`src/rtl/cpu_6502_ISA_pkg.sv`:
```
// Shared 6502 ISA definitions: fetch sequencer states, opcode field
// positions and the addressing-mode encodings of the three opcode groups.
package cpu_6502_ISA_pkg;

    typedef enum logic [2:0] {
        REQ_OP,
        WAIT_OP,
        REQ_LO,
        WAIT_LO,
        REQ_HI,
        WAIT_HI,
        ISSUE,
        DRAIN
    } fetch_state_t;

    // Opcode field positions: aaa bbb cc
    localparam int CC_LSB  = 0;
    localparam int CC_MSB  = 1;
    localparam int BBB_LSB = 2;
    localparam int BBB_MSB = 4;
    localparam int AAA_LSB = 5;
    localparam int AAA_MSB = 7;

    // Conditional branches are xxx10000
    localparam logic [7:0] BRANCH_MASK = 8'h1F;
    localparam logic [7:0] BRANCH_VAL  = 8'h10;
    localparam logic [7:0] JSR         = 8'h20;

    localparam logic [1:0] CC_G1 = 2'b01;
    localparam logic [1:0] CC_G2 = 2'b10;
    localparam logic [1:0] CC_G3 = 2'b00;

    // Group 1 (cc=01) addressing modes
    localparam logic [2:0] G1_IND1_ZPG_X = 3'b000;
    localparam logic [2:0] G1_ZPG        = 3'b001;
    localparam logic [2:0] G1_IMM        = 3'b010;
    localparam logic [2:0] G1_ABS        = 3'b011;
    localparam logic [2:0] G1_IND2_ZPG_Y = 3'b100;
    localparam logic [2:0] G1_ZPG_X      = 3'b101;
    localparam logic [2:0] G1_ABS_Y      = 3'b110;
    localparam logic [2:0] G1_ABS_X      = 3'b111;

    // Group 2 (cc=10) addressing modes
    localparam logic [2:0] G2_IMM   = 3'b000;
    localparam logic [2:0] G2_ZPG   = 3'b001;
    localparam logic [2:0] G2_ACC   = 3'b010;
    localparam logic [2:0] G2_ABS   = 3'b011;
    localparam logic [2:0] G2_ZPG_X = 3'b101;
    localparam logic [2:0] G2_ABS_X = 3'b111;

    // Group 3 (cc=00) addressing modes
    localparam logic [2:0] G3_IMM   = 3'b000;
    localparam logic [2:0] G3_ZPG   = 3'b001;
    localparam logic [2:0] G3_ABS   = 3'b011;
    localparam logic [2:0] G3_ZPG_X = 3'b101;
    localparam logic [2:0] G3_ABS_X = 3'b111;

    // Only LDX owns the group 2 immediate slot
    localparam logic [2:0] AAA_LDX = 3'b101;

    // Single-byte opcodes whose encoding does not follow the group tables
    function automatic logic is_implicit(input logic [7:0] op);
        case (op)
            8'h00, 8'h40, 8'h60,
            8'h08, 8'h18, 8'h28, 8'h38, 8'h48, 8'h58, 8'h68, 8'h78,
            8'h88, 8'h98, 8'hA8, 8'hB8, 8'hC8, 8'hD8, 8'hE8, 8'hF8,
            8'h8A, 8'h9A, 8'hAA, 8'hBA, 8'hCA, 8'hEA: return 1'b1;
            default:                                 return 1'b0;
        endcase
    endfunction

endpackage

```
`src/rtl/cpu_6502_opcode_length.sv`:
```
// Opcode classifier: instruction length in bytes and illegal flag.
module cpu_6502_opcode_length
    import cpu_6502_ISA_pkg::*;
(
    input  logic [7:0] opcode,
    output logic [1:0] len,
    output logic       illegal
);

    logic [1:0] cc;
    logic [2:0] bbb;
    logic [2:0] aaa;

    assign cc  = opcode[CC_MSB:CC_LSB];
    assign bbb = opcode[BBB_MSB:BBB_LSB];
    assign aaa = opcode[AAA_MSB:AAA_LSB];

    // Implicit list first, then JSR and branches, then the group tables
    always_comb begin
        len     = 2'd1;
        illegal = 1'b1;
        if (is_implicit(opcode)) begin
            illegal = 1'b0;
        end else if (opcode == JSR) begin
            len     = 2'd3;
            illegal = 1'b0;
        end else if ((opcode & BRANCH_MASK) == BRANCH_VAL) begin
            len     = 2'd2;
            illegal = 1'b0;
        end else begin
            case (cc)
                CC_G1: begin
                    illegal = 1'b0;
                    case (bbb)
                        G1_ABS, G1_ABS_Y, G1_ABS_X:          len = 2'd3;
                        G1_IND1_ZPG_X, G1_ZPG, G1_IMM,
                        G1_IND2_ZPG_Y, G1_ZPG_X:             len = 2'd2;
                        default:                             len = 2'd2;
                    endcase
                end
                CC_G2: begin
                    case (bbb)
                        G2_ACC: begin
                            illegal = 1'b0;
                        end
                        G2_IMM: begin
                            if (aaa == AAA_LDX) begin
                                len     = 2'd2;
                                illegal = 1'b0;
                            end
                        end
                        G2_ZPG, G2_ZPG_X: begin
                            len     = 2'd2;
                            illegal = 1'b0;
                        end
                        G2_ABS, G2_ABS_X: begin
                            len     = 2'd3;
                            illegal = 1'b0;
                        end
                        default: ;
                    endcase
                end
                CC_G3: begin
                    case (bbb)
                        G3_IMM, G3_ZPG, G3_ZPG_X: begin
                            len     = 2'd2;
                            illegal = 1'b0;
                        end
                        G3_ABS, G3_ABS_X: begin
                            len     = 2'd3;
                            illegal = 1'b0;
                        end
                        default: ;
                    endcase
                end
                default: ;
            endcase
        end
    end

endmodule

```
`src/rtl/cpu_6502_fetch_sequencer.sv`:
```
// 6502 instruction fetch front end: fetches opcode and operand bytes over
// a single-outstanding byte port and hands complete instructions to decode.
module cpu_6502_fetch_sequencer
    import cpu_6502_ISA_pkg::*;
#(
    parameter int                ADDR_W   = 16,
    parameter logic [ADDR_W-1:0] RESET_PC = 16'h8000
) (
    input  logic              clk_i,
    input  logic              rst_i,
    output logic              mem_req_o,
    output logic [ADDR_W-1:0] mem_addr_o,
    input  logic              mem_gnt_i,
    input  logic              mem_rvalid_i,
    input  logic [7:0]        mem_rdata_i,
    output logic              dec_valid_o,
    input  logic              dec_ready_i,
    output logic [7:0]        dec_opcode_o,
    output logic [15:0]       dec_operand_o,
    output logic [1:0]        dec_len_o,
    output logic [ADDR_W-1:0] dec_pc_o,
    output logic              dec_illegal_o,
    input  logic              redirect_i,
    input  logic [ADDR_W-1:0] redirect_pc_i
);

    fetch_state_t      state_q, state_d;
    logic [ADDR_W-1:0] pc_q, pc_d;
    logic [7:0]        opcode_q, opcode_d;
    logic [7:0]        lo_q, lo_d;
    logic [7:0]        hi_q, hi_d;
    logic [1:0]        len_q, len_d;
    logic              illegal_q, illegal_d;

    logic [1:0]        op_len;
    logic              op_illegal;
    logic              req_state;
    logic [ADDR_W-1:0] req_addr;

    cpu_6502_opcode_length u_opcode_length (
        .opcode  (mem_rdata_i),
        .len     (op_len),
        .illegal (op_illegal)
    );

    // State and instruction registers
    always_ff @(posedge clk_i or posedge rst_i) begin
        if (rst_i) begin
            state_q   <= REQ_OP;
            pc_q      <= RESET_PC;
            opcode_q  <= '0;
            lo_q      <= '0;
            hi_q      <= '0;
            len_q     <= '0;
            illegal_q <= 1'b0;
        end else begin
            state_q   <= state_d;
            pc_q      <= pc_d;
            opcode_q  <= opcode_d;
            lo_q      <= lo_d;
            hi_q      <= hi_d;
            len_q     <= len_d;
            illegal_q <= illegal_d;
        end
    end

    // Next state: redirect overrides everything; a granted but unreturned
    // read must be drained so its late data is not mistaken for new bytes
    always_comb begin
        state_d   = state_q;
        pc_d      = pc_q;
        opcode_d  = opcode_q;
        lo_d      = lo_q;
        hi_d      = hi_q;
        len_d     = len_q;
        illegal_d = illegal_q;
        if (redirect_i) begin
            pc_d = redirect_pc_i;
            case (state_q)
                REQ_OP, REQ_LO, REQ_HI:    state_d = mem_gnt_i    ? DRAIN  : REQ_OP;
                WAIT_OP, WAIT_LO, WAIT_HI: state_d = mem_rvalid_i ? REQ_OP : DRAIN;
                DRAIN:                     state_d = mem_rvalid_i ? REQ_OP : DRAIN;
                default:                   state_d = REQ_OP;
            endcase
        end else begin
            case (state_q)
                REQ_OP: if (mem_gnt_i) state_d = WAIT_OP;
                REQ_LO: if (mem_gnt_i) state_d = WAIT_LO;
                REQ_HI: if (mem_gnt_i) state_d = WAIT_HI;
                WAIT_OP: begin
                    if (mem_rvalid_i) begin
                        opcode_d  = mem_rdata_i;
                        len_d     = op_len;
                        illegal_d = op_illegal;
                        lo_d      = '0;
                        hi_d      = '0;
                        state_d   = (op_len == 2'd1) ? ISSUE : REQ_LO;
                    end
                end
                WAIT_LO: begin
                    if (mem_rvalid_i) begin
                        lo_d    = mem_rdata_i;
                        state_d = (len_q == 2'd3) ? REQ_HI : ISSUE;
                    end
                end
                WAIT_HI: begin
                    if (mem_rvalid_i) begin
                        hi_d    = mem_rdata_i;
                        state_d = ISSUE;
                    end
                end
                ISSUE: begin
                    if (dec_ready_i) begin
                        pc_d    = pc_q + ADDR_W'(len_q);
                        state_d = REQ_OP;
                    end
                end
                DRAIN: if (mem_rvalid_i) state_d = REQ_OP;
                default: state_d = REQ_OP;
            endcase
        end
    end

    // Memory port and decode outputs, decoded from registered state only
    always_comb begin
        req_state = (state_q == REQ_OP) || (state_q == REQ_LO) || (state_q == REQ_HI);
        case (state_q)
            REQ_LO:  req_addr = pc_q + ADDR_W'(1);
            REQ_HI:  req_addr = pc_q + ADDR_W'(2);
            default: req_addr = pc_q;
        endcase
        mem_req_o     = req_state && !rst_i;
        mem_addr_o    = mem_req_o ? req_addr : '0;
        dec_valid_o   = (state_q == ISSUE);
        dec_opcode_o  = dec_valid_o ? opcode_q     : '0;
        dec_operand_o = dec_valid_o ? {hi_q, lo_q} : '0;
        dec_len_o     = dec_valid_o ? len_q        : '0;
        dec_pc_o      = dec_valid_o ? pc_q         : '0;
        dec_illegal_o = dec_valid_o && illegal_q;
    end

endmodule

```
`config.mk`:
```
export PLATFORM = sky130hd
export DESIGN_NAME = cpu_6502_fetch_sequencer
export DESIGN_NICKNAME = d
export VERILOG_FILES = /design/src/rtl/cpu_6502_ISA_pkg.sv /design/src/rtl/cpu_6502_opcode_length.sv /design/src/rtl/cpu_6502_fetch_sequencer.sv
export SDC_FILE = /design/constraint.sdc
export NUM_CORES = 1
export LEC_CHECK = 0
export CAP_MARGIN = 10
export CORE_ASPECT_RATIO = 0.8
export CORE_MARGIN = 2
export CORE_UTILIZATION = 40
export DETAILED_ROUTE_END_ITERATION = 10
export GPL_ROUTABILITY_DRIVEN = 0
export MAX_ROUTING_LAYER = met4
export PLACE_DENSITY = 0.72
export SETUP_SLACK_MARGIN = 0.2
export SYNTH_ARGS = -nofsm -noshare
export SYNTH_HDL_FRONTEND = slang
export SYNTH_SLANG_ARGS = --single-unit
export TNS_END_PERCENT = 10
```
`constraint.sdc`:
```
create_clock -name clk_i -period 2.25 [get_ports clk_i]
set_clock_uncertainty 0.15 [all_clocks]
set_input_delay 0.3375 -clock clk_i [delete_from_list [all_inputs] [get_ports clk_i]]
set_output_delay 0.3375 -clock clk_i [all_outputs]
set_load 0.01 [all_outputs]
```
==> results of run 1 <==
## per-layer routing
| layer | global-route usage | up-vias |
|---|---|---|
| li1 | - | 1669 |
| met1 | 0.3501 | 1677 |
| met2 | 0.3689 | 119 |
| met3 | 0.02873 | 17 |
| met4 | 0.06424 | 0 |
| met5 | - | - |
## flip-flops by register name, indices dropped and copies added, names as in the netlist
register	cells
hi_q	8
pc_q	16
lo_q	8
opcode_q	8
illegal_q	1
state_q	3
len_q	2
## area by class of cell
class                   count  area, um^2
clock buffers               6       82.58
flip-flops and latches     46        1154
well taps                 108       135.1
fillers                   725        3070
multi-input cells         308        2028
inverters                  12       45.04
repair buffers            175        1383
clock inverters             2       12.51
## worst register-to-register path, stage by stage (launching register included)
cell     delay [ns]
dfrtp_2        0.39
buf_4          0.12
buf_4          0.10
buf_4          0.12
inv_1          0.06
fa_2           0.43
nor4_4         0.32
buf_4          0.20
nand4_1        0.10
a31oi_1        0.18
## stage by stage
step | setup TNS, ns | instance area, um^2 | hold slack [ns] | utilization | power (uW)
2_1_floorplan | 0 | 3263 | 0.2874 | - | 2319
3_3_place_gp | -9.786 | 4666 | 0.3029 | 0.5898 | 3059
3_5_place_dp | -12.58 | 4666 | 0.3050 | 0.5898 | 3119
4_1_cts | -2.459 | 4747 | 0.3273 | 0.6001 | 3787
5_1_grt | -9.612 | 4840 | 0.3526 | 0.6118 | 4153
6_report | -6.242 | 4840 | 0.3217 | 0.6118 | 3903
## what timing repair did
action | in CTS | in global routing
resized for setup | 274 | 24
setup buffers | 10 | 5
setup endpoints to repair | 69 | 72
pin swaps | 32 | 17
endpoints found under the hold margin | 0 | 0
gates cloned | 1 | 0
## cell usage after synthesis, types with 2 or more instances
library cell,count
nand2_1,69
and2_1,48
dfrtp_1,45
o21ai_0,36
nor2_1,23
clkbuf_1,15
inv_1,11
xor2_1,10
a21oi_1,9
buf_2,8
or3_1,8
nand2b_1,7
a31oi_1,6
nand4_1,6
nor3_1,6
buf_4,5
o21ai_1,5
and3_1,4
and4_1,4
ha_1,4
nand3_1,4
nor3b_1,4
xnor2_1,4
mux2i_1,3
a21boi_1,2
a21o_1,2
a31o_2,2
and4bb_2,2
buf_1,2
buf_6,2
mux2_2,2
nor2b_1,2
nor4_1,2
o211ai_1,2
o22ai_1,2
o31a_1,2
o31ai_1,2
or2_1,2
## worst min path at each step
stage             endpoint  depth (start not counted)  slack [ns]        start
6_report       opcode_q[5]                          2        0.32  opcode_q[5]
5_1_grt        opcode_q[1]                          2        0.35  opcode_q[1]
4_1_cts        opcode_q[5]                          2        0.33  opcode_q[5]
3_5_place_dp   opcode_q[5]                          2        0.30  opcode_q[5]
3_3_place_gp   opcode_q[4]                          2        0.30  opcode_q[4]
2_1_floorplan  opcode_q[3]                          2        0.29  opcode_q[3]
## kinds of logic (layout without fill, tap and decap cells)
group | count (synthesis) | in the layout | share of synthesized area
fa+ha+maj | 5 | 5 | 0.02152
flops | 46 | 46 | 0.3540
xor+xnor | 14 | 14 | 0.03766
mux | 5 | 5 | 0.01614
simple gates | 202 | 202 | 0.3443
buf+inv | 44 | 195 | 0.06418
compound gates | 82 | 82 | 0.1622
## power by group through the flow
stage	logic, uW	clock network [uW]	registers, uW
final	2080	546	1280
after global routing	2260	582	1310
after CTS	1960	555	1270
after detailed placement	1830	0	1290
after global placement	1780	0	1280
after floorplan	1090	0	1230
==> impl_metrics.py, run 1 <==
metrics = {
    "final_layout": {
        "layout_common_cells": "68 x nand2_1, 68 x buf_4, 53 x buf_2, 44 x dfrtp_1, 43 x and2_1",
        "diodes": 0,
        "final_cells": 657,
        "drive_above_1_share": 0.3607,
        "fin_nets": 583,
        "area_delta_synth_final_pct": 48.65,
    },
    "drt": {
        "wl_met3_um": 529,
        "dr_wl_met2_um": 4814,
        "vias": 3482,
        "vias_per_cell": 5.300,
        "met1_length_um": 5115,
        "routedWlPerCell_um": 16.17,
        "drc": 0,
        "routed.top_layer": "met4",
        "first_iter_violations": 203,
        "first_pass_iters": 5,
        "wirelength_um": 10620,
        "ant_nets": 0,
    },
    "synthesis": {
        "syn-num-nets": 433,
        "synth.distinct_cells": 64,
        "ys.flop_type": "dfrtp_1",
        "syn_area_um2": 3256,
        "syn_area_per_cell_um2": 8.180,
        "synth_seq_cells": 46,
        "synth_top_area_cell": "dfrtp_1",
        "ys_warn_count": 0,
        "synth-async-reset-ratio": 1.000,
        "synth_edf_count": 0,
        "yosys.area.top_type_share": 0.3459,
        "synthTopCellsByArea": "dfrtp_1 35%, and2_1 9.2%, nand2_1 8.0%, o21ai_0 5.5%, xor2_1 2.7%",
        "syn_inst": 398,
        "yosysSeqAreaShare": 0.3540,
    },
    "floorplanning": {
        "fp.coreArea_um2": 7910,
        "die_w_um": 104.9,
        "die_h_um": 84.69,
        "dieArea_um2": 8881,
        "fp-row-count": 29,
        "initial_utilization": 0.4116,
        "io_pins": 91,
    },
    "placed_design": {
        "hpwl_um": 7575,
        "io_buffers": 90,
        "dpl.cell_count": 633,
        "dp_slack_ns": -0.3708,
    },
    "timing": {
        "slew_headroom": 0.6508,
        "slew_violations": 0,
        "setup_viol": 58,
        "timing.final.ws_setup_ns": -0.3789,
        "min_period_over_period": 1.168,
        "final.min_clock_period_ns": 2.629,
        "worst_slew_pin_slew_ns": 0.5206,
        "fmax_mhz": 380.4,
        "rsz0062_at_grt": "true",
        "hold_violations": 0,
    },
    "global_routing": {
        "grtUsageTotal": 0.2448,
        "grt_pass1_wl_um": 16930,
        "grt_max_degree": 31,
        "antenna_found_initial": 0,
        "grt_pass1_vias": 3362,
        "overflow": 0,
    },
    "worst_setup_path": {
        "path_cells": "buf_6 > and4bb_2 > o211ai_1 > buf_4 > or3_4 > a21oi_2 > buf_2",
        "worstSetupPathType": "flop to output port",
        "endpoint_kind": "output port",
        "worst_setup_path_start_kind": "flop",
        "r2r_start": "pc_q[1]",
        "crit_path_top_delay_cell": "dfrtp_1",
        "crit_buf_inv": 3,
        "max_stage_delay_ns": 0.44,
        "r2r_slack_ns": 0.02,
        "crit_cells": 7,
        "crit_start": "state_q[2]",
        "crit_family": "simple AND/OR/NAND/NOR gates",
        "crit_end": "mem_addr_o[15]",
        "cp_max_fo": 4,
        "arrival_ns": 2.14,
        "cp.required_ns": 1.76,
        "worst_r2r_path_depth": 9,
        "rr_endpoint": "pc_q[10]",
    },
    "power_and_ir_drop": {
        "power_frac_clock": 0.140,
        "p_switching_uw": 1531,
        "switching_share": 0.3924,
        "powerDensity_nw_per_um2": 806.5,
        "sequentialPowerShare": 0.327,
        "leakagePower_uw": 0.002284,
        "p_comb_frac": 0.533,
        "internal_power_uw": 2372,
        "peakVddDrop_uv": 386.2,
    },
    "flow_run": {
        "cap_violations": 0,
    },
    "clock_network": {
        "cts_buffers": 5,
        "htree_num_levels": 2,
        "postCtsHoldBufs": 0,
        "cts.sinks": 46,
        "clock_path_buffers": 2,
        "cts_tree": "built",
        "cts_root_buf": "clkbuf_8",
        "clk_latency_ns": 0.30,
        "clkTransAtPathRegs_ns": 0.10,
    },
    "run_status": {
        "status": "complete, but fails checks",
        "violations": "negative setup slack",
    },
    "min_path": {
        "hp-class": "flop to flop",
    },
}
Note: power is estimated with default switching activity, not from simulation.
==> run 2, diff against run 1 <==
HOLD_SLACK_MARGIN = 0.06   (was unset)
==> results of run 2 <==
Same layout as run 1: the final DEF is identical, and so are final timing and power.
